**config.mk**
```make
export PLATFORM = sky130hd
export DESIGN_NAME = fft_peak_detector_flat
export DESIGN_NICKNAME = d
export VERILOG_FILES = /design/src/rtl/fft_peak_detector_if.sv /design/src/rtl/fft_peak_detector.sv /design/src/flat_wrapper.sv
export SDC_FILE = /design/constraint.sdc
export NUM_CORES = 2
export LEC_CHECK = 0
export ABC_CLOCK_PERIOD_IN_PS = 20300
export CAP_MARGIN = 20
export CORE_UTILIZATION = 60
export CTS_CLUSTER_DIAMETER = 80
export DETAILED_ROUTE_END_ITERATION = 6
export PLACE_DENSITY = 0.78
export SYNTH_ARGS = -nofsm -noshare
export SYNTH_HDL_FRONTEND = slang
export SYNTH_SLANG_ARGS = --single-unit
```
**constraint.sdc**
```tcl
create_clock -name clk -period 20.3 [get_ports clk]
set_clock_uncertainty 0.2 [all_clocks]
set_input_delay 3.045 -clock clk [delete_from_list [all_inputs] [get_ports clk]]
set_output_delay 3.045 -clock clk [all_outputs]
set_load 0.05 [all_outputs]
```
**src/rtl/fft_peak_detector_if.sv**
```systemverilog
// Stream bundle between the FFT source, the peak detector and its power/peak consumers.
// in_* follows FFT source_valid semantics with no ready: a beat is consumed on every edge where in_valid is high.
interface fft_peak_detector_if #(
    parameter int DATA_W = 25,
    parameter int PTS_W  = 11,
    parameter int POW_W  = 50
) ();
    logic                     in_valid;
    logic                     in_sop;
    logic                     in_eop;
    logic signed [DATA_W-1:0] in_real;
    logic signed [DATA_W-1:0] in_imag;
    logic [PTS_W-1:0]         fft_pts;

    logic                     pow_valid;
    logic                     pow_sop;
    logic                     pow_eop;
    logic [POW_W-1:0]         pow_out;

    logic                     peak_valid;
    logic [PTS_W-1:0]         peak_bin;
    logic [POW_W-1:0]         peak_pow;
    logic                     frame_err;

    modport master (
        output in_valid, in_sop, in_eop, in_real, in_imag, fft_pts,
        input  pow_valid, pow_sop, pow_eop, pow_out,
        input  peak_valid, peak_bin, peak_pow, frame_err
    );

    modport slave (
        input  in_valid, in_sop, in_eop, in_real, in_imag, fft_pts,
        output pow_valid, pow_sop, pow_eop, pow_out,
        output peak_valid, peak_bin, peak_pow, frame_err
    );
endinterface

```
**src/rtl/fft_peak_detector.sv**
```systemverilog
// Bin power stream (re^2+im^2, 3-cycle pipeline) plus per-frame search of the
// positive-frequency half for the strongest bin, with framing error detection.
module fft_peak_detector #(
    parameter int DATA_W  = 25,
    parameter int PTS_W   = 11,
    parameter int POW_W   = 50,
    parameter bit SKIP_DC = 1'b1
) (
    input  logic               clk,
    input  logic               reset,
    fft_peak_detector_if.slave bus,
    output logic [1:0]         dbg_state
);
    localparam logic [1:0] ST_IDLE   = 2'd0;
    localparam logic [1:0] ST_ACCUM  = 2'd1;
    localparam logic [1:0] ST_REPORT = 2'd2;

    localparam logic [PTS_W-1:0] MIN_PTS = PTS_W'(4);

    logic                       s1_valid;
    logic                       s1_sop;
    logic                       s1_eop;
    logic signed [DATA_W-1:0]   s1_re;
    logic signed [DATA_W-1:0]   s1_im;
    logic [PTS_W-1:0]           s1_pts;

    logic                       s2_valid;
    logic                       s2_sop;
    logic                       s2_eop;
    logic signed [2*DATA_W-1:0] s2_sq_re;
    logic signed [2*DATA_W-1:0] s2_sq_im;
    logic [PTS_W-1:0]           s2_pts;

    // Frame length travels with the sample so the FSM sees it aligned to pow_sop.
    logic [PTS_W-1:0]           s3_pts;

    always_ff @(posedge clk) begin
        if (reset) begin
            s1_valid      <= 1'b0;
            s1_sop        <= 1'b0;
            s1_eop        <= 1'b0;
            s1_re         <= '0;
            s1_im         <= '0;
            s1_pts        <= '0;
            s2_valid      <= 1'b0;
            s2_sop        <= 1'b0;
            s2_eop        <= 1'b0;
            s2_sq_re      <= '0;
            s2_sq_im      <= '0;
            s2_pts        <= '0;
            s3_pts        <= '0;
            bus.pow_valid <= 1'b0;
            bus.pow_sop   <= 1'b0;
            bus.pow_eop   <= 1'b0;
            bus.pow_out   <= '0;
        end else begin
            s1_valid      <= bus.in_valid;
            s1_sop        <= bus.in_valid & bus.in_sop;
            s1_eop        <= bus.in_valid & bus.in_eop;
            s1_re         <= bus.in_real;
            s1_im         <= bus.in_imag;
            s1_pts        <= bus.fft_pts;

            s2_valid      <= s1_valid;
            s2_sop        <= s1_sop;
            s2_eop        <= s1_eop;
            s2_sq_re      <= (2*DATA_W)'(s1_re) * (2*DATA_W)'(s1_re);
            s2_sq_im      <= (2*DATA_W)'(s1_im) * (2*DATA_W)'(s1_im);
            s2_pts        <= s1_pts;

            bus.pow_valid <= s2_valid;
            bus.pow_sop   <= s2_sop;
            bus.pow_eop   <= s2_eop;
            if (s2_valid) begin
                bus.pow_out <= $unsigned(s2_sq_re) + $unsigned(s2_sq_im);
                s3_pts      <= s2_pts;
            end
        end
    end

    logic [1:0]       state;
    logic [1:0]       state_nxt;
    logic [PTS_W-1:0] bin;
    logic [PTS_W-1:0] bin_nxt;
    logic [PTS_W-1:0] bin_inc;
    logic [PTS_W-1:0] n_pts;
    logic [PTS_W-1:0] n_nxt;
    logic [PTS_W-1:0] half_pts;
    logic [PTS_W-1:0] last_bin;
    logic [POW_W-1:0] max_pow;
    logic [POW_W-1:0] max_nxt;
    logic [PTS_W-1:0] max_idx;
    logic [PTS_W-1:0] idx_nxt;
    logic             err_nxt;
    logic             report_nxt;

    assign bin_inc   = bin + 1'b1;
    assign half_pts  = n_pts >> 1;
    assign last_bin  = n_pts - 1'b1;
    assign dbg_state = state;

    always_comb begin
        state_nxt  = state;
        bin_nxt    = bin;
        n_nxt      = n_pts;
        max_nxt    = max_pow;
        idx_nxt    = max_idx;
        err_nxt    = 1'b0;
        report_nxt = 1'b0;

        if (bus.pow_valid) begin
            if (bus.pow_sop) begin
                // A sop mid-frame drops the partial frame and restarts on this sample.
                n_nxt = s3_pts;
                if (state == ST_ACCUM) begin
                    err_nxt = 1'b1;
                end
                if (s3_pts < MIN_PTS) begin
                    err_nxt   = 1'b1;
                    state_nxt = ST_IDLE;
                end else begin
                    bin_nxt = '0;
                    max_nxt = SKIP_DC ? '0 : bus.pow_out;
                    idx_nxt = '0;
                    if (bus.pow_eop) begin
                        err_nxt   = 1'b1;
                        state_nxt = ST_IDLE;
                    end else begin
                        state_nxt = ST_ACCUM;
                    end
                end
            end else if (state == ST_ACCUM) begin
                bin_nxt = bin_inc;
                // Strictly-greater keeps the lowest index on ties.
                if ((bin_inc < half_pts) && (bus.pow_out > max_pow)) begin
                    max_nxt = bus.pow_out;
                    idx_nxt = bin_inc;
                end
                if (bus.pow_eop) begin
                    if (bin_inc == last_bin) begin
                        report_nxt = 1'b1;
                        state_nxt  = ST_REPORT;
                    end else begin
                        err_nxt   = 1'b1;
                        state_nxt = ST_IDLE;
                    end
                end else if (bin_inc == last_bin) begin
                    err_nxt   = 1'b1;
                    state_nxt = ST_IDLE;
                end
            end else begin
                state_nxt = ST_IDLE;
            end
        end else if (state == ST_REPORT) begin
            state_nxt = ST_IDLE;
        end
    end

    always_ff @(posedge clk) begin
        if (reset) begin
            state          <= ST_IDLE;
            bin            <= '0;
            n_pts          <= '0;
            max_pow        <= '0;
            max_idx        <= '0;
            bus.peak_valid <= 1'b0;
            bus.peak_bin   <= '0;
            bus.peak_pow   <= '0;
            bus.frame_err  <= 1'b0;
        end else begin
            state          <= state_nxt;
            bin            <= bin_nxt;
            n_pts          <= n_nxt;
            max_pow        <= max_nxt;
            max_idx        <= idx_nxt;
            bus.peak_valid <= report_nxt;
            bus.frame_err  <= err_nxt;
            if (report_nxt) begin
                bus.peak_bin <= idx_nxt;
                bus.peak_pow <= max_nxt;
            end
        end
    end
endmodule

```
**src/flat_wrapper.sv**
```systemverilog
// flat-port wrapper written by rule: the top's interface ports become plain ports
module fft_peak_detector_flat 
#(
    parameter int DATA_W  = 25,
    parameter int PTS_W   = 11,
    parameter int POW_W   = 50,
    parameter bit SKIP_DC = 1'b1
)
  (clk, reset, dbg_state, bus_in_valid, bus_in_sop, bus_in_eop, bus_in_real, bus_in_imag, bus_fft_pts, bus_pow_valid, bus_pow_sop, bus_pow_eop, bus_pow_out, bus_peak_valid, bus_peak_bin, bus_peak_pow, bus_frame_err);
  fft_peak_detector_if #(.DATA_W(DATA_W), .PTS_W(PTS_W), .POW_W(POW_W)) bus_i ();
  input  logic clk;
  input  logic reset;
  output logic [1:0] dbg_state;
  input wire logic [$bits(bus_i.in_valid)-1:0] bus_in_valid;
  input wire logic [$bits(bus_i.in_sop)-1:0] bus_in_sop;
  input wire logic [$bits(bus_i.in_eop)-1:0] bus_in_eop;
  input wire logic [$bits(bus_i.in_real)-1:0] bus_in_real;
  input wire logic [$bits(bus_i.in_imag)-1:0] bus_in_imag;
  input wire logic [$bits(bus_i.fft_pts)-1:0] bus_fft_pts;
  output wire logic [$bits(bus_i.pow_valid)-1:0] bus_pow_valid;
  output wire logic [$bits(bus_i.pow_sop)-1:0] bus_pow_sop;
  output wire logic [$bits(bus_i.pow_eop)-1:0] bus_pow_eop;
  output wire logic [$bits(bus_i.pow_out)-1:0] bus_pow_out;
  output wire logic [$bits(bus_i.peak_valid)-1:0] bus_peak_valid;
  output wire logic [$bits(bus_i.peak_bin)-1:0] bus_peak_bin;
  output wire logic [$bits(bus_i.peak_pow)-1:0] bus_peak_pow;
  output wire logic [$bits(bus_i.frame_err)-1:0] bus_frame_err;
  assign bus_i.in_valid = bus_in_valid;
  assign bus_i.in_sop = bus_in_sop;
  assign bus_i.in_eop = bus_in_eop;
  assign bus_i.in_real = bus_in_real;
  assign bus_i.in_imag = bus_in_imag;
  assign bus_i.fft_pts = bus_fft_pts;
  assign bus_pow_valid = bus_i.pow_valid;
  assign bus_pow_sop = bus_i.pow_sop;
  assign bus_pow_eop = bus_i.pow_eop;
  assign bus_pow_out = bus_i.pow_out;
  assign bus_peak_valid = bus_i.peak_valid;
  assign bus_peak_bin = bus_i.peak_bin;
  assign bus_peak_pow = bus_i.peak_pow;
  assign bus_frame_err = bus_i.frame_err;
  fft_peak_detector #(.DATA_W(DATA_W), .PTS_W(PTS_W), .POW_W(POW_W), .SKIP_DC(SKIP_DC)) u_core (.clk(clk), .reset(reset), .bus(bus_i), .dbg_state(dbg_state));
endmodule
```
==> qor.csv <==
stage;metric;value;unit
synthesis;netlist.top_cell.by_area;fa_1;
status;outcome;finished clean;
worst_hold_path;hold_end;u_core.s2_pts[5]$_SDFF_PP0_;
synthesis;synth_seq_area_share;13.6;%
synthesis;synth.area.top_cells;fa_1 (43%), dfxtp_1 (14%), inv_1 (9.8%);
critical_path;cp-start-kind;register;
synthesis;synth_most_common_cell;inv_1;
drt;firstDrtPassIters;5;
timing;fmaxAchievable;117;MHz
synthesis;yosys-top-cells-count;inv_1 (1481), fa_1 (1213), nand2_1 (475);
synthesis;synthCells;5994;
synthesis;synth_nets;7682;
critical_path;reg2reg_depth;24;
drt;first_iter_violations;2599;
synthesis;async_reset_ff_share;0;%
drt;wirelength;137000;microns
run;cap_violations;0;
place;gp_congestion;0.939;
place;hpwl;110000;microns
clocking;cts_setup_buffers;0;
critical_path;worstPathMaxFanout;21;
timing;setup_violations;0;
timing;drv_slew;0;
timing;period_needed;8.54;ns
clocking;cts_sinks;388;
floorplan;rows;112;
global_route;grt_pass1_vias;44200;
timing;hold_viol;0;
clocking;cts_made_buffers;48;
clocking;insertion_delay;0.64;ns
finish;finalNetCount;7760;
power_and_ir_drop;power.density;111;mW/mm^2
finish;area_delta_synth_final;8.30;%
global_route;track_usage;30.1;%
power_and_ir_drop;power_leakage;0.0319;uW
floorplan;die_y;310;microns
synthesis;synth_edf_count;0;
clocking;clockBufferDepth;3;
place;placed_area;0.0599;sq mm
critical_path;cp.arrival;8.80;ns
global_route;grt_remaining_overflow;0;
timing;tightest_slew;1.12;ns
clocking;post_cts_resized;0;
worst_hold_path;hold_depth;1;
drt;routed_via_density;5.49;
critical_path;r2r_slack;11.76;ns
global_route;grt_max_degree;81;
critical_path;worstReg2RegStart;u_core.s1_im[11]$_SDFF_PP0_;
synthesis;netlist_area;0.0569;sq mm
drt;drc;0;
clocking;hold_buffers;0;
floorplan;fp.dieW;310;microns
drt;ant_nets;0;
synthesis;synth_top_cell_area_share;42.7;%
worst_hold_path;min_path_type;register to register;
synthesis;yosys_warnings;0;
synthesis;postSynthAreaPerCell;9.49;sq um
critical_path;end_kind;register;
critical_path;crit_type;register to register;
critical_path;required;20.56;ns
clocking;cts_max_level;2;
place;port_buffers;183;
floorplan;coreArea;0.0936;sq mm
timing;rsz0062_at_grt;no;
finish;diodes;0;
timing;setup-tns-final;0;ns
global_route;antenna_found_initial;2;
clocking;cts_tree;yes;
timing;min_period_over_period;42.1;%
synthesis;synth_cell_types;79;
critical_path;timing.rr.end;u_core.s2_sq_im[48]$_SDFF_PP0_;
drt;num_vias;40500;
floorplan;start_util;60.8;%
synthesis;ys_seq_elements;388;
drt;wire_per_inst;18.6;microns
floorplan;io_pins;184;
floorplan;die-area;0.0961;sq mm
timing;slew_headroom;25.6;%
synthesis;ys.flop_type;dfxtp_1;
power_and_ir_drop;peakVddDrop;0.000126;V
finish;drive_gt1_share;3.14;%
finish;fin_area;0.0616;sq mm
clocking;clk_pin_slew;0.06;ns
worst_hold_path;hp-start;u_core.s1_pts[5]$_SDFF_PP0_;
power_and_ir_drop;total_power;6850;uW
clocking;clockRootBuffer;clkbuf_16;
global_route;grt_pass1_wl;225000;microns
## layout make-up
| cell class | instances | area (sq um) |
|---|---|---|
| inverters | 1481 | 5560 |
| repair buffers | 244 | 2310 |
| fillers | 7518 | 32000 |
| flip-flops and latches | 388 | 7770 |
| well taps | 1254 | 1570 |
| clock inverters | 30 | 354 |
| clock buffers | 60 | 1340 |
| multi-input cells | 3909 | 42700 |
## cell families (layout without fill, tap and decap cells)
group,Yosys count,in the layout,share of synthesized area [%]
AOI/OAI and AO/OA,662,662,7.90
xor gates and xnor gates,185,185,2.85
adders and majority gates,1622,1622,51.7
buffers and inverters,1697,1815,11.3
DFF,388,388,13.6
muxes,48,48,0.855
and+or+nand+nor,1392,1392,11.8
## per-layer routing
metal | wire length, microns | global-route usage, %
met5 | 11 | 0
met4 | 4800 | 10.1
met3 | 9820 | 5.26
met2 | 68000 | 52.0
met1 | 54300 | 38.3
## registers in the layout, summed over array words and instances, names as in the netlist, 2 cells and up
signal               cells
u_core.bus.peak_pow     50
u_core.bus.pow_out      50
u_core.max_pow          50
u_core.s2_sq_im         49
u_core.s2_sq_re         49
u_core.s1_im            25
u_core.s1_re            25
u_core.bin              11
u_core.bus.peak_bin     11
u_core.max_idx          11
u_core.n_pts            11
u_core.s1_pts           11
u_core.s2_pts           11
u_core.s3_pts           11
u_core.dbg_state         2
## critical path, stage by stage (launching register included)
cell and delay, ns:
dfxtp_1 0.95, inv_1 0.39, nor2_1 0.24, fa_1 0.49, fa_1 0.53, inv_1 0.05
fa_1 0.47, fa_1 0.53, inv_1 0.06, fa_1 0.49, fa_1 0.49, inv_1 0.05
fa_1 0.47, inv_1 0.04, ha_1 0.34, a21oi_1 0.27, o21ai_0 0.16, nor2_1 0.22
nand2_1 0.07, o21ai_0 0.69, a221oi_1 0.32, a211o_1 0.38, a41oi_1 0.27, xor2_1 0.19
nor2_1 0.05
## cell usage in the layout, fill, tap and decap left out, types with 16 or more instances in the layout
cell / count
inv_1: 1481
a31oi_1: 32
nand3_1: 44
nor2b_1: 140
nand2_1: 475
xor2_1: 70
and2_1: 240
nand2b_1: 37
buf_4: 57
fa_1: 1213
o211ai_1: 19
dfxtp_1: 387
a21oi_1: 148
a22o_1: 28
a22oi_1: 63
clkbuf_16: 49
and3_1: 26
a211oi_1: 51
xnor2_1: 115
a21o_1: 104
nor2_1: 316
nor3_1: 28
o21ai_0: 92
clkdlybuf4s50_1: 182
o21bai_1: 16
mux2i_1: 43
o21a_1: 17
nand4_1: 25
ha_1: 409
## per-stage QoR
stage | util [%] | setup WS, ns | hold WS, ns | std cells
after detailed placement | 64.0 | 11.96 | 0.223 | 7275
after global routing | 65.8 | 11.25 | 0.248 | 7366
after global placement | 64.0 | 12.20 | 0.216 | 7272
after CTS | 65.8 | 11.97 | 0.235 | 7365
final | 65.8 | 11.76 | 0.233 | 7366
after floorplan | - | 12.84 | 0.214 | 5994
## how the worst max path moves through the flow
stage,start,end,depth (start not counted)
floorplan,u_core.s1_re[23]$_SDFF_PP0_,u_core.s2_sq_re[44]$_SDFF_PP0_,26
global placement,u_core.s1_im[11]$_SDFF_PP0_,u_core.s2_sq_im[45]$_SDFF_PP0_,26
detailed placement,u_core.s1_im[11]$_SDFF_PP0_,u_core.s2_sq_im[48]$_SDFF_PP0_,24
CTS,u_core.s1_im[11]$_SDFF_PP0_,u_core.s2_sq_im[48]$_SDFF_PP0_,24
global route,u_core.s1_im[11]$_SDFF_PP0_,u_core.s2_sq_im[48]$_SDFF_PP0_,24
finish,u_core.s1_im[11]$_SDFF_PP0_,u_core.s2_sq_im[48]$_SDFF_PP0_,24
## report_power, final
part	switching (uW)	internal (uW)
Clock	375	528
Combinational	2930	2070
Sequential	71.7	878
No activity file was read; power rests on OpenSTA's default activity.
